==> src/rtl/bounce_engine_if.sv <==
// Frame/pixel bus between the video timing logic and the bounce engine.
interface bounce_engine_if #(
    parameter int SCREEN_WIDTH  = 640,
    parameter int SCREEN_HEIGHT = 480
);
    logic                             frame_tick;
    logic                             pause;
    logic                             visible;
    logic [$clog2(SCREEN_WIDTH)-1:0]  position_x;
    logic [$clog2(SCREEN_HEIGHT)-1:0] position_y;
    logic [3:0]                       r;
    logic [3:0]                       g;
    logic [3:0]                       b;
    logic                             busy;
    logic                             overrun;
    logic [15:0]                      bounce_count;

    modport master (
        output frame_tick, pause, visible, position_x, position_y,
        input  r, g, b, busy, overrun, bounce_count
    );

    modport slave (
        input  frame_tick, pause, visible, position_x, position_y,
        output r, g, b, busy, overrun, bounce_count
    );
endinterface

==> src/rtl/bounce_engine.sv <==
// Bouncing-box renderer: boxes move once per frame (one box per clock) and
// the pixel path paints the lowest-index box covering the current pixel.
module bounce_engine #(
    parameter int SCREEN_WIDTH  = 640,
    parameter int SCREEN_HEIGHT = 480,
    parameter int NUM_BOXES     = 2,
    parameter int BOX_WIDTH     = 100,
    parameter int BOX_HEIGHT    = 100,
    parameter int VEL_W         = 4
) (
    input logic             clk,
    input logic             rst_n,
    bounce_engine_if.slave  bus
);
    localparam int XW = $clog2(SCREEN_WIDTH);
    localparam int YW = $clog2(SCREEN_HEIGHT);
    localparam int IW = (NUM_BOXES > 1) ? $clog2(NUM_BOXES) : 1;
    localparam logic signed [XW+1:0] LX = (XW+2)'(SCREEN_WIDTH - BOX_WIDTH);
    localparam logic signed [YW+1:0] LY = (YW+2)'(SCREEN_HEIGHT - BOX_HEIGHT);
    localparam logic [IW-1:0] LAST = IW'(NUM_BOXES - 1);

    typedef enum logic {IDLE, UPDATE} state_t;

    state_t                   state, state_next;
    logic [IW-1:0]            index, index_next;

    logic [XW:0]              box_x     [NUM_BOXES];
    logic [YW:0]              box_y     [NUM_BOXES];
    logic signed [VEL_W-1:0]  box_xv    [NUM_BOXES];
    logic signed [VEL_W-1:0]  box_yv    [NUM_BOXES];
    logic [2:0]               box_color [NUM_BOXES];

    logic signed [XW+1:0]     tx;
    logic signed [YW+1:0]     ty;
    logic [XW:0]              new_x;
    logic [YW:0]              new_y;
    logic                     hit_x, hit_y;
    logic [2:0]               new_color;

    logic [NUM_BOXES-1:0]     in_box;
    logic                     pix_hit;
    logic [2:0]               pix_color;

    assign bus.busy = (state == UPDATE);

    always_ff @(posedge clk or negedge rst_n) begin
        if (!rst_n) begin
            state <= IDLE;
            index <= '0;
        end else begin
            state <= state_next;
            index <= index_next;
        end
    end

    always_comb begin
        state_next = state;
        index_next = index;
        case (state)
            IDLE: begin
                if (bus.frame_tick && !bus.pause) begin
                    state_next = UPDATE;
                    index_next = '0;
                end
            end
            UPDATE: begin
                if (index == LAST) begin
                    state_next = IDLE;
                    index_next = '0;
                end else begin
                    index_next = index + 1'b1;
                end
            end
            default: begin
                state_next = IDLE;
                index_next = '0;
            end
        endcase
    end

    // Trajectory is evaluated signed so a leftward/upward overshoot is seen as negative.
    always_comb begin
        tx = $signed({1'b0, box_x[index]}) + (XW+2)'(box_xv[index]);
        ty = $signed({1'b0, box_y[index]}) + (YW+2)'(box_yv[index]);

        if (tx < 0)       new_x = '0;
        else if (tx > LX) new_x = LX[XW:0];
        else              new_x = tx[XW:0];

        if (ty < 0)       new_y = '0;
        else if (ty > LY) new_y = LY[YW:0];
        else              new_y = ty[YW:0];

        hit_x = (tx < 0) || (tx >= LX);
        hit_y = (ty < 0) || (ty >= LY);
        new_color = (box_color[index] == 3'd7) ? 3'd1 : box_color[index] + 3'd1;
    end

    always_ff @(posedge clk or negedge rst_n) begin
        if (!rst_n) begin
            for (int i = 0; i < NUM_BOXES; i++) begin
                box_x[i]     <= (XW+1)'(50 + 100 * i);
                box_y[i]     <= (YW+1)'(50 + 50 * i);
                box_xv[i]    <= VEL_W'(2);
                box_yv[i]    <= VEL_W'(1 + i);
                box_color[i] <= 3'(7 - i);
            end
        end else if (state == UPDATE) begin
            box_x[index] <= new_x;
            box_y[index] <= new_y;
            box_xv[index] <= hit_x ? -box_xv[index] : box_xv[index];
            box_yv[index] <= hit_y ? -box_yv[index] : box_yv[index];
            if (hit_x || hit_y) box_color[index] <= new_color;
        end
    end

    always_ff @(posedge clk or negedge rst_n) begin
        if (!rst_n) begin
            bus.overrun      <= 1'b0;
            bus.bounce_count <= '0;
        end else begin
            if (state == UPDATE && bus.frame_tick && !bus.pause) bus.overrun <= 1'b1;
            if (state == UPDATE && (hit_x || hit_y) && bus.bounce_count != 16'hFFFF)
                bus.bounce_count <= bus.bounce_count + 16'd1;
        end
    end

    // Scan from the top index down so the lowest-index covering box wins.
    always_comb begin
        pix_hit   = 1'b0;
        pix_color = 3'd0;
        for (int i = 0; i < NUM_BOXES; i++) begin
            in_box[i] = ({2'b0, bus.position_x} >= {1'b0, box_x[i]}) &&
                        ({2'b0, bus.position_x} <  ({1'b0, box_x[i]} + (XW+2)'(BOX_WIDTH))) &&
                        ({2'b0, bus.position_y} >= {1'b0, box_y[i]}) &&
                        ({2'b0, bus.position_y} <  ({1'b0, box_y[i]} + (YW+2)'(BOX_HEIGHT)));
        end
        for (int i = NUM_BOXES - 1; i >= 0; i--) begin
            if (in_box[i]) begin
                pix_hit   = 1'b1;
                pix_color = box_color[i];
            end
        end
    end

    always_ff @(posedge clk or negedge rst_n) begin
        if (!rst_n) begin
            bus.r <= 4'h0;
            bus.g <= 4'h0;
            bus.b <= 4'h0;
        end else if (!bus.visible) begin
            bus.r <= 4'h0;
            bus.g <= 4'h0;
            bus.b <= 4'h0;
        end else if (pix_hit) begin
            bus.r <= {4{pix_color[2]}};
            bus.g <= {4{pix_color[1]}};
            bus.b <= {4{pix_color[0]}};
        end else begin
            bus.r <= 4'b0001;
            bus.g <= 4'b0001;
            bus.b <= 4'b0001;
        end
    end
endmodule

==> src/flat_wrapper.sv <==
// flat-port wrapper written by rule: the top's interface ports become plain ports
module bounce_engine_flat 
#(
    parameter int SCREEN_WIDTH  = 640,
    parameter int SCREEN_HEIGHT = 480,
    parameter int NUM_BOXES     = 2,
    parameter int BOX_WIDTH     = 100,
    parameter int BOX_HEIGHT    = 100,
    parameter int VEL_W         = 4
)
  (clk, rst_n, bus_frame_tick, bus_pause, bus_visible, bus_position_x, bus_position_y, bus_r, bus_g, bus_b, bus_busy, bus_overrun, bus_bounce_count);
  bounce_engine_if #(.SCREEN_WIDTH(SCREEN_WIDTH), .SCREEN_HEIGHT(SCREEN_HEIGHT)) bus_i ();
  input logic clk;
  input logic rst_n;
  input wire logic [$bits(bus_i.frame_tick)-1:0] bus_frame_tick;
  input wire logic [$bits(bus_i.pause)-1:0] bus_pause;
  input wire logic [$bits(bus_i.visible)-1:0] bus_visible;
  input wire logic [$bits(bus_i.position_x)-1:0] bus_position_x;
  input wire logic [$bits(bus_i.position_y)-1:0] bus_position_y;
  output wire logic [$bits(bus_i.r)-1:0] bus_r;
  output wire logic [$bits(bus_i.g)-1:0] bus_g;
  output wire logic [$bits(bus_i.b)-1:0] bus_b;
  output wire logic [$bits(bus_i.busy)-1:0] bus_busy;
  output wire logic [$bits(bus_i.overrun)-1:0] bus_overrun;
  output wire logic [$bits(bus_i.bounce_count)-1:0] bus_bounce_count;
  assign bus_i.frame_tick = bus_frame_tick;
  assign bus_i.pause = bus_pause;
  assign bus_i.visible = bus_visible;
  assign bus_i.position_x = bus_position_x;
  assign bus_i.position_y = bus_position_y;
  assign bus_r = bus_i.r;
  assign bus_g = bus_i.g;
  assign bus_b = bus_i.b;
  assign bus_busy = bus_i.busy;
  assign bus_overrun = bus_i.overrun;
  assign bus_bounce_count = bus_i.bounce_count;
  bounce_engine #(.SCREEN_WIDTH(SCREEN_WIDTH), .SCREEN_HEIGHT(SCREEN_HEIGHT), .NUM_BOXES(NUM_BOXES), .BOX_WIDTH(BOX_WIDTH), .BOX_HEIGHT(BOX_HEIGHT), .VEL_W(VEL_W)) u_core (.clk(clk), .rst_n(rst_n), .bus(bus_i));
endmodule
==> config.mk <==
export PLATFORM = sky130hd
export DESIGN_NAME = bounce_engine_flat
export DESIGN_NICKNAME = d
export VERILOG_FILES = /design/src/rtl/bounce_engine_if.sv /design/src/rtl/bounce_engine.sv /design/src/flat_wrapper.sv
export SDC_FILE = /design/constraint.sdc
export NUM_CORES = 1
export LEC_CHECK = 0
export CORE_MARGIN = 10
export CORE_UTILIZATION = 40
export CTS_BUF_LIST = sky130_fd_sc_hd__clkbuf_16
export CTS_CLUSTER_DIAMETER = 60
export DETAILED_ROUTE_END_ITERATION = 6
export GPL_ROUTABILITY_DRIVEN = 0
export GPL_TIMING_DRIVEN = 0
export SKIP_CTS_REPAIR_TIMING = 1
export SLEW_MARGIN = 10
export SYNTH_ARGS = -nofsm -noshare
export SYNTH_HDL_FRONTEND = slang
export SYNTH_SLANG_ARGS = --single-unit
==> constraint.sdc <==
create_clock -name clk -period 14.5 [get_ports clk]
set_input_delay 2.9 -clock clk [delete_from_list [all_inputs] [get_ports clk]]
set_output_delay 2.9 -clock clk [all_outputs]
set_load 0.02 [all_outputs]
### Yosys cells after proc, flatten, opt, wreduce, memory -nomap -nowiden

Index checks and enable logic that the tools add are counted.

* register bits: 95
* input port bits: 24
* output and inout port bits: 30
* logic and storage cells: 117

* add/subtract/negate cells: 11
* order comparisons: 16
* eq/ne operators: 3
* muxes and demuxes: 51
* bitwise operators: 2
* reduce and logical (&&, ||, !) cells: 17

Operator list (number)
* $mux 11: 6
* $mux 10: 6
* $mux 4: 15
* $add 11x7->12 const B: 2
* $lt 10x12->1: 2
* $add 10x7->11 const B: 2
* $bwmux 22: 1
* $ge 10x11->1: 2
* $lt 9x11->1: 2
* $mux 3: 7
* $bwmux 20: 1
* $ge 9x10->1: 2
* $add 16x1->16 const B: 1
* $bwmux 8: 2
* $ne 16x16->1 const B: 1
* $add 12x4->12: 1
* $ge 12x11->1 const B: 1
* $gt 12x11->1 const B: 1
* $logic_and 1x1->1: 12
* $lt 12x1->1 const B: 1
* $add 11x4->11: 1
* $demux 11 s1: 1
* $ge 11x10->1 const B: 1
* $gt 11x10->1 const B: 1
* 19 further kinds: 28

### Logic depth before layout (Yosys ltp)

Gate-level depths: netlist of the first run.

* depth in word-level cells: 10
* mapped depth: 16
* depth with buffers taken out: 13

### Least setup slack after synthesis of the first run

No wires, ideal clock.

* path type: input to register
* from: input bus_position_y[0]
* to: register u_core.bus.b[2]
* arrival: 4850 ps
* slack: 9573 ps
* stages on the path: 10
* buffers on the path: 0
* cells stage by stage: inv_1 ha_1 nand2b_1 a21o_1 a21oi_1 o21ai_0 a31o_2 a211oi_1 o2111ai_1 a21oi_1

* word-level cells in the longest chain between the ends: 7
* elaborated cells between the ends (all ways): 14
* those cells by class: order compare: 4; mux: 6; reduce/logical: 4

RTL lines
* start: declaration: line flat_wrapper.sv:19 `input wire logic [$bits(bus_i.position_y)-1:0] bus_position_y;`
* $ge 9x10->1: line bounce_engine.sv:135 `({2'b0, bus.position_y} >= {1'b0, box_y[i]}) &&`
* $logic_and 1x1->1: line bounce_engine.sv:134 `({2'b0, bus.position_x} < ({1'b0, box_x[i]} + (XW+2)'(BOX_WIDTH))) &&`
* $logic_and 1x1->1: line bounce_engine.sv:135
* $mux 3 or $mux 1 (tied branches) (2 in a row): line bounce_engine.sv:139 `if (in_box[i]) begin`
* $mux 4 (*): line bounce_engine.sv:155 `end else if (pix_hit) begin`
* $mux 4 (*): line bounce_engine.sv:151 `end else if (!bus.visible) begin`
* end signal: assignment: line bounce_engine.sv:158 `bus.b <= {4{pix_color[0]}};`
* end: declaration: line bounce_engine_if.sv:25 `output r, g, b, busy, overrun, bounce_count`

Every way passes the cells marked *; elsewhere a longest branch is shown, timed or not.
A chain may end at the register's enable or synchronous reset.

### Final worst setup path of the first run

* from: register u_core.index
* to: register u_core.box_color[0] (netlist bit)

* word-level cells in the longest chain between the ends: 9
* elaborated cells between the ends (all ways): 35
* those cells by class: add/sub: 3; order compare: 6; eq/ne: 1; mux: 19; bitwise: 1; reduce/logical: 5

RTL lines
* start: declaration: line bounce_engine.sv:25 `logic [IW-1:0] index, index_next;`
* start signal: assignment: line bounce_engine.sv:52 `index <= index_next;`
* $not 1->2 (not written as such) (*)
* $mux 11 (not written as such), or another cell as far along (3 in a row): line bounce_engine.sv:83 `tx = $signed({1'b0, box_x[index]}) + (XW+2)'(box_xv[index]);`
* $add 12x4->12 or $add 11x4->11 (tied branches): line bounce_engine.sv:83, bounce_engine.sv:84
* $lt 12x1->1, or another cell as far along: line bounce_engine.sv:94 `hit_x = (tx < 0) || (tx >= LX);`
* $logic_or 1x1->1 (on tied branches): line bounce_engine.sv:94, bounce_engine.sv:95
* $logic_or 1x1->1: line bounce_engine.sv:113 `if (hit_x || hit_y) box_color[index] <= new_color;`
* $reduce_and 2->1 (no source line)
* end signal: indexed assignment: line bounce_engine.sv:106 `box_color[i] <= 3'(7 - i);`
* end signal: indexed assignment: line bounce_engine.sv:113
* end: declaration: line bounce_engine.sv:31 `logic [2:0] box_color [NUM_BOXES];`

Every way passes the cells marked *; elsewhere a longest branch is shown, timed or not. The select of a mux whose other input is x is not followed.

==> results of run 1 <==
-- layout make-up --
class | instances | area (sq um)
multi-input cells | 640 | 4798
clock inverters | 7 | 45.04
clock buffers | 9 | 225.2
flip-flops and latches | 89 | 2255
plain buffers | 31 | 152.6
fillers | 1788 | 9593
repair buffers | 54 | 555.5
well taps | 229 | 286.5
inverters | 63 | 236.5
-- cells by family (layout without fill, tap and decap cells) --
| kind of cell | Yosys count | after routing | synth area share |
|---|---|---|---|
| DFF | 89 | 89 | 0.3030 |
| and+or+nand+nor | 240 | 240 | 0.1676 |
| adders and majority gates | 100 | 100 | 0.1701 |
| buffers and inverters | 94 | 164 | 0.05229 |
| muxes | 41 | 41 | 0.06103 |
| AOI/OAI and AO/OA | 212 | 212 | 0.1907 |
| xor gates and xnor gates | 47 | 47 | 0.05531 |
-- power breakdown --
part | switching (mW) | internal, mW | leakage [nW]
Combinational | 0.105 | 0.0421 | 2.49
Sequential | 0.00210 | 0.252 | 1.15
Clock | 0.101 | 0.116 | 0.137
Total | 0.208 | 0.410 | 3.78
-- critical path: cells and delay by family (launching register included) --
family                   cells  cell delay [ns]
buffers and inverters        4             1.72
AO/OA/AOI/OAI                4             1.43
AND/OR/NAND/NOR              3             1.06
multiplexers                 2             0.63
adder cells (fa/ha/maj)      2             0.58
flip-flops                   1             0.35
-- path summary, 6_finish.rpt --
check                                       from                     endpoint  slack [ns]  cells past startpoint
worst max-delay path                u_core.index          u_core.box_color[0]        8.60                     15
worst min-delay path            u_core.box_yv[4]             u_core.box_yv[4]        0.45                      1
worst max register to register      u_core.index          u_core.box_color[0]        8.60                     15
worst min register to register  u_core.box_yv[4]             u_core.box_yv[4]        0.45                      1
max in group asynchronous                  rst_n              u_core.box_y[6]       11.29                      2
min in group asynchronous                  rst_n  u_core.bus.bounce_count[14]        2.51                      1
-- through the flow --
stage | hold slack [ns] | instances | power [mW]
4_1_cts | 0.4482 | 1122 | 0.6264
2_1_floorplan | 0.4280 | 823 | 0.3402
3_5_place_dp | 0.4391 | 1106 | 0.4070
3_3_place_gp | 0.4346 | 1105 | 0.4059
5_1_grt | 0.4656 | 1122 | 0.6485
6_report | 0.4456 | 1122 | 0.6187
-- cells in the mapped netlist (all sizes together) (5+ instances only) --
library cell and instances:
ha 98, nand2 82, dfrtp 67, o21ai 64, inv 63, a21oi 48
mux2 35, xnor2 28, nor2 26, nand3 25, dfstp 22, clkbuf 20
nand2b 19, xor2 19, nor3 17, a21o 15, o21a 13, and3 12
buf 11, nor4 8, o2111ai 8, or3 8, a211oi 7, a311oi 7
and2 7, or2 7, mux2i 6, o31ai 6, a31oi 5, nor3b 5
o21bai 5
-- registers in the layout, indices dropped and copies added, names as in the netlist, 6 cells and up --
name and count:
u_core.box_color 6, u_core.box_x 22, u_core.box_xv 8, u_core.box_y 20, u_core.box_yv 8, u_core.bus.bounce_count 16
-- metal layers --
metal	up-vias	global-route usage
li1	3110	-
met1	2937	0.2219
met2	96	0.2388
met3	13	0.02769
met4	0	0.03820
met5	-	0
==> flow_summary.yaml, run 1 <==
routing:
  drt_iter0_drc: 323
  vias_per_cell: 5.487
  drtAntennaViolNets: 0
  drtPass1Iterations: 5
  dr_total_vias: 6156
  wirelength_met1_microns: 9443
  wl_per_cell_microns: 16.88
  drc: 0
  wl_met2_microns: 8439
  dr_wl_met3_microns: 798
  drt_wl_total_microns: 18940
  top_layer: "met4"
floorplan:
  core_sq_mm: 0.01815
  start_util: 0.4101
  die_w_microns: 156.4
  fp-row-count: 49
  die_h_microns: 156.4
  dieArea_sq_mm: 0.02446
  ioPinCount: 54
yosys:
  seq_area_frac_synth: 0.3030
  postSynthAreaPerCell_sq_um: 9.043
  synth_seq_cells: 89
  synth_top_area_frac: 0.2253
  synthDistinctLibCells: 72
  ys_top_cells_by_area: "dfrtp_1 23%, ha_1 16%, dfstp_2 7.8%"
  syn-instance-count: 823
  netlist_area_sq_mm: 0.007442
  yosysWarnings: 0
  yosysTopAreaCell: "dfrtp_1"
  synth_flop_cell: "dfrtp_1"
  syn_nets: 947
  synth-edff-count: 0
  async_reset_ff_frac: 1.000
min_path:
  min_path_type: "reg2reg"
timing:
  setup_tns_ns: 0
  rsz0062_at_grt: "no"
  setup_violations: 0
  worst_slew_pin_slew_ns: 1.342
  drv_slew: 0
  fin_crit_ns: 5.905
  timing.fmax_ghz: 0.1694
  hold_viol: 0
  clock-skew-final_ns: 0.006664
  fin_crit_sh: 0.4072
  slew_headroom: 0.1002
  fin_ws_ns: 8.595
pwr:
  leakagePower_nw: 3.781
  power.density_mw_per_mm2: 72.33
  peakVddDrop_v: 0.00005914
critical_path:
  worstPathMaxFanout: 10
  crit_top_cell: "clkbuf_1"
  arrival_ns: 6.14
  worstPathRequired_ns: 14.73
  crit_type: "reg2reg"
  cp_slowest_cell: "clkbuf_1"
  crit_path_start_kind: "flop"
  max_stage_delay_ns: 0.56
  path_cells: "clkbuf_1 -> clkbuf_1 -> clkbuf_1 -> mux2_2 -> ha_1 -> inv_1 -> fa_1 -> nand2b_1 -> a211oi_1 -> o21ai_0 -> a2111oi_2 -> a311oi_2 -> nor4_4 -> or2_1 -> mux2_2"
  setup.worst_path.end_class: "flop"
global_route:
  antenna_found_initial: 0
  first_global_vias: 5817
  track_usage: 0.1560
  grt_max_degree: 55
  grt_pass1_wl_microns: 30840
  grt_overflow: 0
finish:
  synthToLayoutAreaGrowth_pct: 14.95
  fin_area_sq_mm: 0.008554
  most-common-layout-cells: "98 x ha_1, 82 x nand2_1, 67 x dfrtp_1"
  utilization: 0.4714
  diodes: 0
  drive_gt1_frac: 0.1120
  final_common_cell: "ha_1"
  final_net_count: 1012
placed_design:
  dp.final_hpwl_microns: 15080
  port_buffers: 53
  post-place-ws_ns: 8.398
  placed_area_sq_mm: 0.008284
cts:
  clock-sinks: 89
  clockBufferDepth: 2
  cts_tree: "yes"
  cts_root_buffer: "clkbuf_16"
  cts.clk_slew.worst_paths_ns: 0.06
  clk_latency_ns: 0.35
  numCtsBuffers: 9
  htree_levels: 3
flow_run:
  cap_violations: 0
outcome:
  status: "finished clean"
Power figures use the tool's default switching activity.
==> run 2, diff against run 1 <==
==> constraint.sdc (replaced) <==
create_clock -name clk -period 5 [get_ports clk]
set_input_delay 1 -clock clk [delete_from_list [all_inputs] [get_ports clk]]
set_output_delay 1 -clock clk [all_outputs]
set_load 0.02 [all_outputs]
==> flow_summary.yaml, run 2 (synthesis gave the netlist of run 1 again) <==
finish:
  fillers: 1788
  regArea_sq_mm: 0.002255
  diodes: 0
  final_common_cell: "ha_1"
  final_net_count: 1014
  multi_input_area_sq_mm: 0.004828
  drive_gt1_frac: 0.1207
  synthToLayoutAreaGrowth_pct: 15.67
  fin_cells: 1124
  fin_area_sq_mm: 0.008608
  regMostFlops: "u_core.box_x"
  most-common-layout-cells: "98 x ha_1, 82 x nand2_1, 67 x dfrtp_1"
  largestRegisters: "u_core.box_x x22, u_core.box_y x20, u_core.bus.bounce_count x16"
  largest_reg_flops: 22
timing:
  worst_slew_pin_slew_ns: 1.330
  timing.fmax_ghz: 0.2110
  drv_slew: 0
  fin_crit_ns: 4.739
  setup_violations: 0
  hold_viol: 0
  clock-skew-final_ns: 0.005442
  fin_crit_sh: 0.9477
  slew_headroom: 0.1077
flow_run:
  cap_violations: 0
cts:
  clk_latency_ns: 0.35
  cts_root_buffer: "clkbuf_16"
  cts.clk_slew.worst_paths_ns: 0.06
  numCtsBuffers: 9
  cts_tree: "yes"
  clock-sinks: 89
  htree_levels: 3
  clockBufferDepth: 2
routing:
  drt_iter0_drc: 269
  vias_per_cell: 5.447
  wl_per_cell_microns: 16.91
  drtAntennaViolNets: 0
  dr_total_vias: 6122
  drtPass1Iterations: 5
  drc: 0
  drt_wl_total_microns: 19010
critical_path:
  path_cells: "buf_2 -> clkbuf_4 -> clkbuf_4 -> mux2_2 -> ha_1 -> fa_1 -> nand3_1 -> a21oi_1 -> or4b_1 -> a21oi_1 -> o21bai_4 -> nor4_4 -> buf_4 -> or2_1 -> mux2_2"
  cp_slowest_cell: "or4b_1"
  max_stage_delay_ns: 0.53
  crit_path_start_kind: "flop"
  setup.worst_path.end_class: "flop"
  worstPathRequired_ns: 5.24
  crit_start: "u_core.index"
  worstPathMaxFanout: 10
  regToRegStartpoint: "u_core.index"
  crit_family: "simple AND/OR/NAND/NOR gates"
  arrival_ns: 4.97
  crit_buf_inv: 4
  crit_type: "reg2reg"
global_route:
  grt_overflow: 0
  first_global_vias: 5817
  grt_max_degree: 55
  antenna_found_initial: 0
  track_usage: 0.1560
  grt_pass1_wl_microns: 30840
placed_design:
  port_buffers: 53
  dp.cells: 1106
  placed_area_sq_mm: 0.008284
  dp.final_hpwl_microns: 15080
min_path:
  min_from: "u_core.box_yv[4]"
  min_path_type: "reg2reg"
pwr:
  peakVddDrop_v: 0.0001730
  leakagePower_nw: 3.807
  fin_total_pwr_mw: 1.800
  power.density_mw_per_mm2: 209.2
floorplan:
  die_w_microns: 156.4
  fp-row-count: 49
  die_h_microns: 156.4
  core_sq_mm: 0.01815
  start_util: 0.4101
  ioPinCount: 54
  dieArea_sq_mm: 0.02446
outcome:
  status: "finished clean"
==> run 2: cell count changes in the layout (fill, tap and decap cells not counted), sizes merged <==
| cell | previous run | this run |
|---|---|---|
| buf | 13 | 16 |
| clkbuf | 29 | 28 |
==> run 2: report_power, final <==
group / switching (mW) / total (mW) / internal, mW
Combinational: 0.306 / 0.434 / 0.128
Sequential: 0.00603 / 0.737 / 0.731
Clock: 0.293 / 0.629 / 0.337
Total: 0.605 / 1.80 / 1.20
==> run 2: worst paths after layout <==
path	cells after the start	endpoint	slack, ns
worst max-delay path	15	u_core.box_color[0]	0.26
worst min-delay path	1	u_core.box_yv[4]	0.45
worst max register to register	15	u_core.box_color[0]	0.26
worst min register to register	1	u_core.box_yv[4]	0.45
max in group asynchronous	2	u_core.box_y[6]	3.69
min in group asynchronous	1	u_core.bus.bounce_count[14]	0.61
==> run 2: final cells by class <==
class / count / share of cell area
Buffer: 31 / 0.01875
Sequential cell: 89 / 0.2619
Tap cell: 229 / 0.03328
Inverter: 63 / 0.02747
Clock inverter: 7 / 0.005233
Multi-Input combinational cell: 640 / 0.5609
Timing Repair Buffer: 56 / 0.06628
Clock buffer: 9 / 0.02616
==> run 2: layer usage <==
metal	wire length [microns]	track usage	share of wire
met1	9636	0.2219	0.51
met2	8401	0.2388	0.44
met3	719	0.02769	0.038
met4	248	0.03820	0.013
met5	0	0	0
==> run 2: metrics by stage <==
stage	util	hold slack (ns)	worst slack, ns	TNS, ns
floorplan	-	0.4280	0.4555	0
global placement	0.4551	0.4346	-0.9013	-54.56
detailed placement	0.4565	0.4391	-0.9520	-25.80
CTS	0.4714	0.4482	-0.9631	-26.73
global route	0.4744	0.4656	-0.003492	-0.006874
finish	0.4744	0.4456	0.2613	0
==> run 3, diff against run 2 <==
--- a/config.mk
+++ b/config.mk
@@ -5,10 +5,12 @@
 export SDC_FILE = /design/constraint.sdc
 export NUM_CORES = 1
 export LEC_CHECK = 0
+export CORE_ASPECT_RATIO = 2
 export CORE_MARGIN = 10
 export CORE_UTILIZATION = 40
-export CTS_BUF_LIST = sky130_fd_sc_hd__clkbuf_16
+export CTS_BUF_LIST = sky130_fd_sc_hd__clkbuf_8
 export CTS_CLUSTER_DIAMETER = 60
+export CTS_CLUSTER_SIZE = 20
 export DETAILED_ROUTE_END_ITERATION = 6
 export GPL_ROUTABILITY_DRIVEN = 0
 export GPL_TIMING_DRIVEN = 0
==> flow_summary.yaml, run 3 (synthesis gave the netlist of run 1 again) <==
finish:
  fin_cells: 1111
  utilization: 0.4649
  final_net_count: 1014
  synthToLayoutAreaGrowth_pct: 14.36
  final_common_cell: "ha_1"
  largest_reg_flops: 22
  regMostFlops: "u_core.box_x"
  most-common-layout-cells: "98 x ha_1, 82 x nand2_1, 67 x dfrtp_1"
  drive_gt1_frac: 0.1251
  fin_area_sq_mm: 0.008511
  diodes: 0
  largestRegisters: "u_core.box_x x22, u_core.box_y x20, u_core.bus.bounce_count x16"
floorplan:
  dieArea_sq_mm: 0.02479
  core_sq_mm: 0.01831
  ioPinCount: 54
  fp-row-count: 70
  start_util: 0.4066
  die_h_microns: 212.9
  die_w_microns: 116.5
critical_path:
  crit_family: "compound AO/OA/AOI/OAI gates"
  max_stage_delay_ns: 0.47
  worstRegToRegCells: 15
  setup.worst_path.end_class: "flop"
  crit_start: "u_core.index"
  crit_type: "reg2reg"
  crit_buf_inv: 5
  arrival_ns: 5.02
  worstPathMaxFanout: 10
  regToRegStartpoint: "u_core.index"
  path_cells: "clkbuf_4 -> clkbuf_4 -> clkbuf_2 -> o21ai_0 -> ha_1 -> and3_1 -> o21a_1 -> o311ai_1 -> a2111oi_2 -> a311oi_2 -> nor4_4 -> buf_4 -> buf_4 -> nor4_1 -> mux2_2"
  cp_slowest_cell: "o311ai_1"
  crit_path_start_kind: "flop"
  worstPathRequired_ns: 5.27
  path_depth: 15
pwr:
  peakVddDrop_v: 0.0002048
  power.density_mw_per_mm2: 199.6
  fin_total_pwr_mw: 1.698
  leakagePower_nw: 3.770
min_path:
  min_from: "u_core.box_yv[4]"
  min_path_cells: 1
  min_path_type: "reg2reg"
cts:
  cts.clk_slew.worst_paths_ns: 0.09
  clockBufferDepth: 2
  cts_tree: "yes"
  clk_latency_ns: 0.39
  numCtsBuffers: 9
  clock-sinks: 89
  cts_root_buffer: "clkbuf_8"
  htree_levels: 3
routing:
  wl_per_cell_microns: 18.49
  drt_wl_total_microns: 20540
  drtAntennaViolNets: 0
  drc: 0
  drt_iter0_drc: 209
  dr_total_vias: 6282
  vias_per_cell: 5.654
  drtPass1Iterations: 5
outcome:
  status: "finished clean"
timing:
  setup_tns_ns: 0
  setup_violations: 0
  hold_viol: 0
  worst_slew_pin_slew_ns: 0.9108
  rsz0062_at_grt: "no"
  slew_headroom: 0.3892
  drv_slew: 0
  fin_crit_sh: 0.9491
  clock-skew-final_ns: 0.01674
  fin_crit_ns: 4.746
  timing.fmax_ghz: 0.2107
placed_design:
  placed_area_sq_mm: 0.008268
  dp.cells: 1093
  port_buffers: 53
  dp.final_hpwl_microns: 16870
flow_run:
  cap_violations: 0
global_route:
  first_global_vias: 6425
  antenna_found_initial: 0
  grt_pass1_wl_microns: 32810
  grt_max_degree: 49
  track_usage: 0.1701
  grt_overflow: 0
## run 3: layout make-up
class	count	area [sq um]
fill	1792	9794
multi-input combinational	640	4810
inverter	63	236.5
clock inverter	7	77.57
tap	216	270.3
buffer	31	167.7
sequential	89	2255
clock buffer	9	123.9
timing repair buffer	56	570.5
## run 3: power by group
part           switching, mW  internal [mW]  leakage [nW]
logic                  0.308          0.132          2.52
registers            0.00660          0.730          1.15
clock network          0.286          0.235         0.100
total                  0.600           1.10          3.77
## run 3: metal layers
layer  wire length, microns  part of all wire  vias to the layer above  GRT usage
li1                       -                 -                     3107          -
met1                   7253              0.35                     3039     0.1602
met2                  11870              0.58                       90     0.3359
met3                    367             0.018                       46    0.01827
met4                   1044             0.051                        0    0.09588
met5                      0                 0                        -          0
## run 3: metrics by stage
stage | setup WS [ns] | hold slack (ns)
3_5_place_dp | -1.092 | 0.4418
6_report | 0.2545 | 0.4507
3_3_place_gp | -1.069 | 0.4338
4_1_cts | -1.111 | 0.4549
5_1_grt | 0.03280 | 0.4638
2_1_floorplan | 0.4555 | 0.4280
## run 3: path summary, 6_finish.rpt
path / endpoint / slack [ns]
setup / recovery: u_core.bus.bounce_count[15] / 0.25
min in group asynchronous: u_core.box_x[3] / 0.60
hold / removal: u_core.box_yv[4] / 0.45
setup reg to reg: u_core.bus.bounce_count[15] / 0.25
hold reg to reg: u_core.box_yv[4] / 0.45
max in group asynchronous: u_core.box_y[14] / 3.70
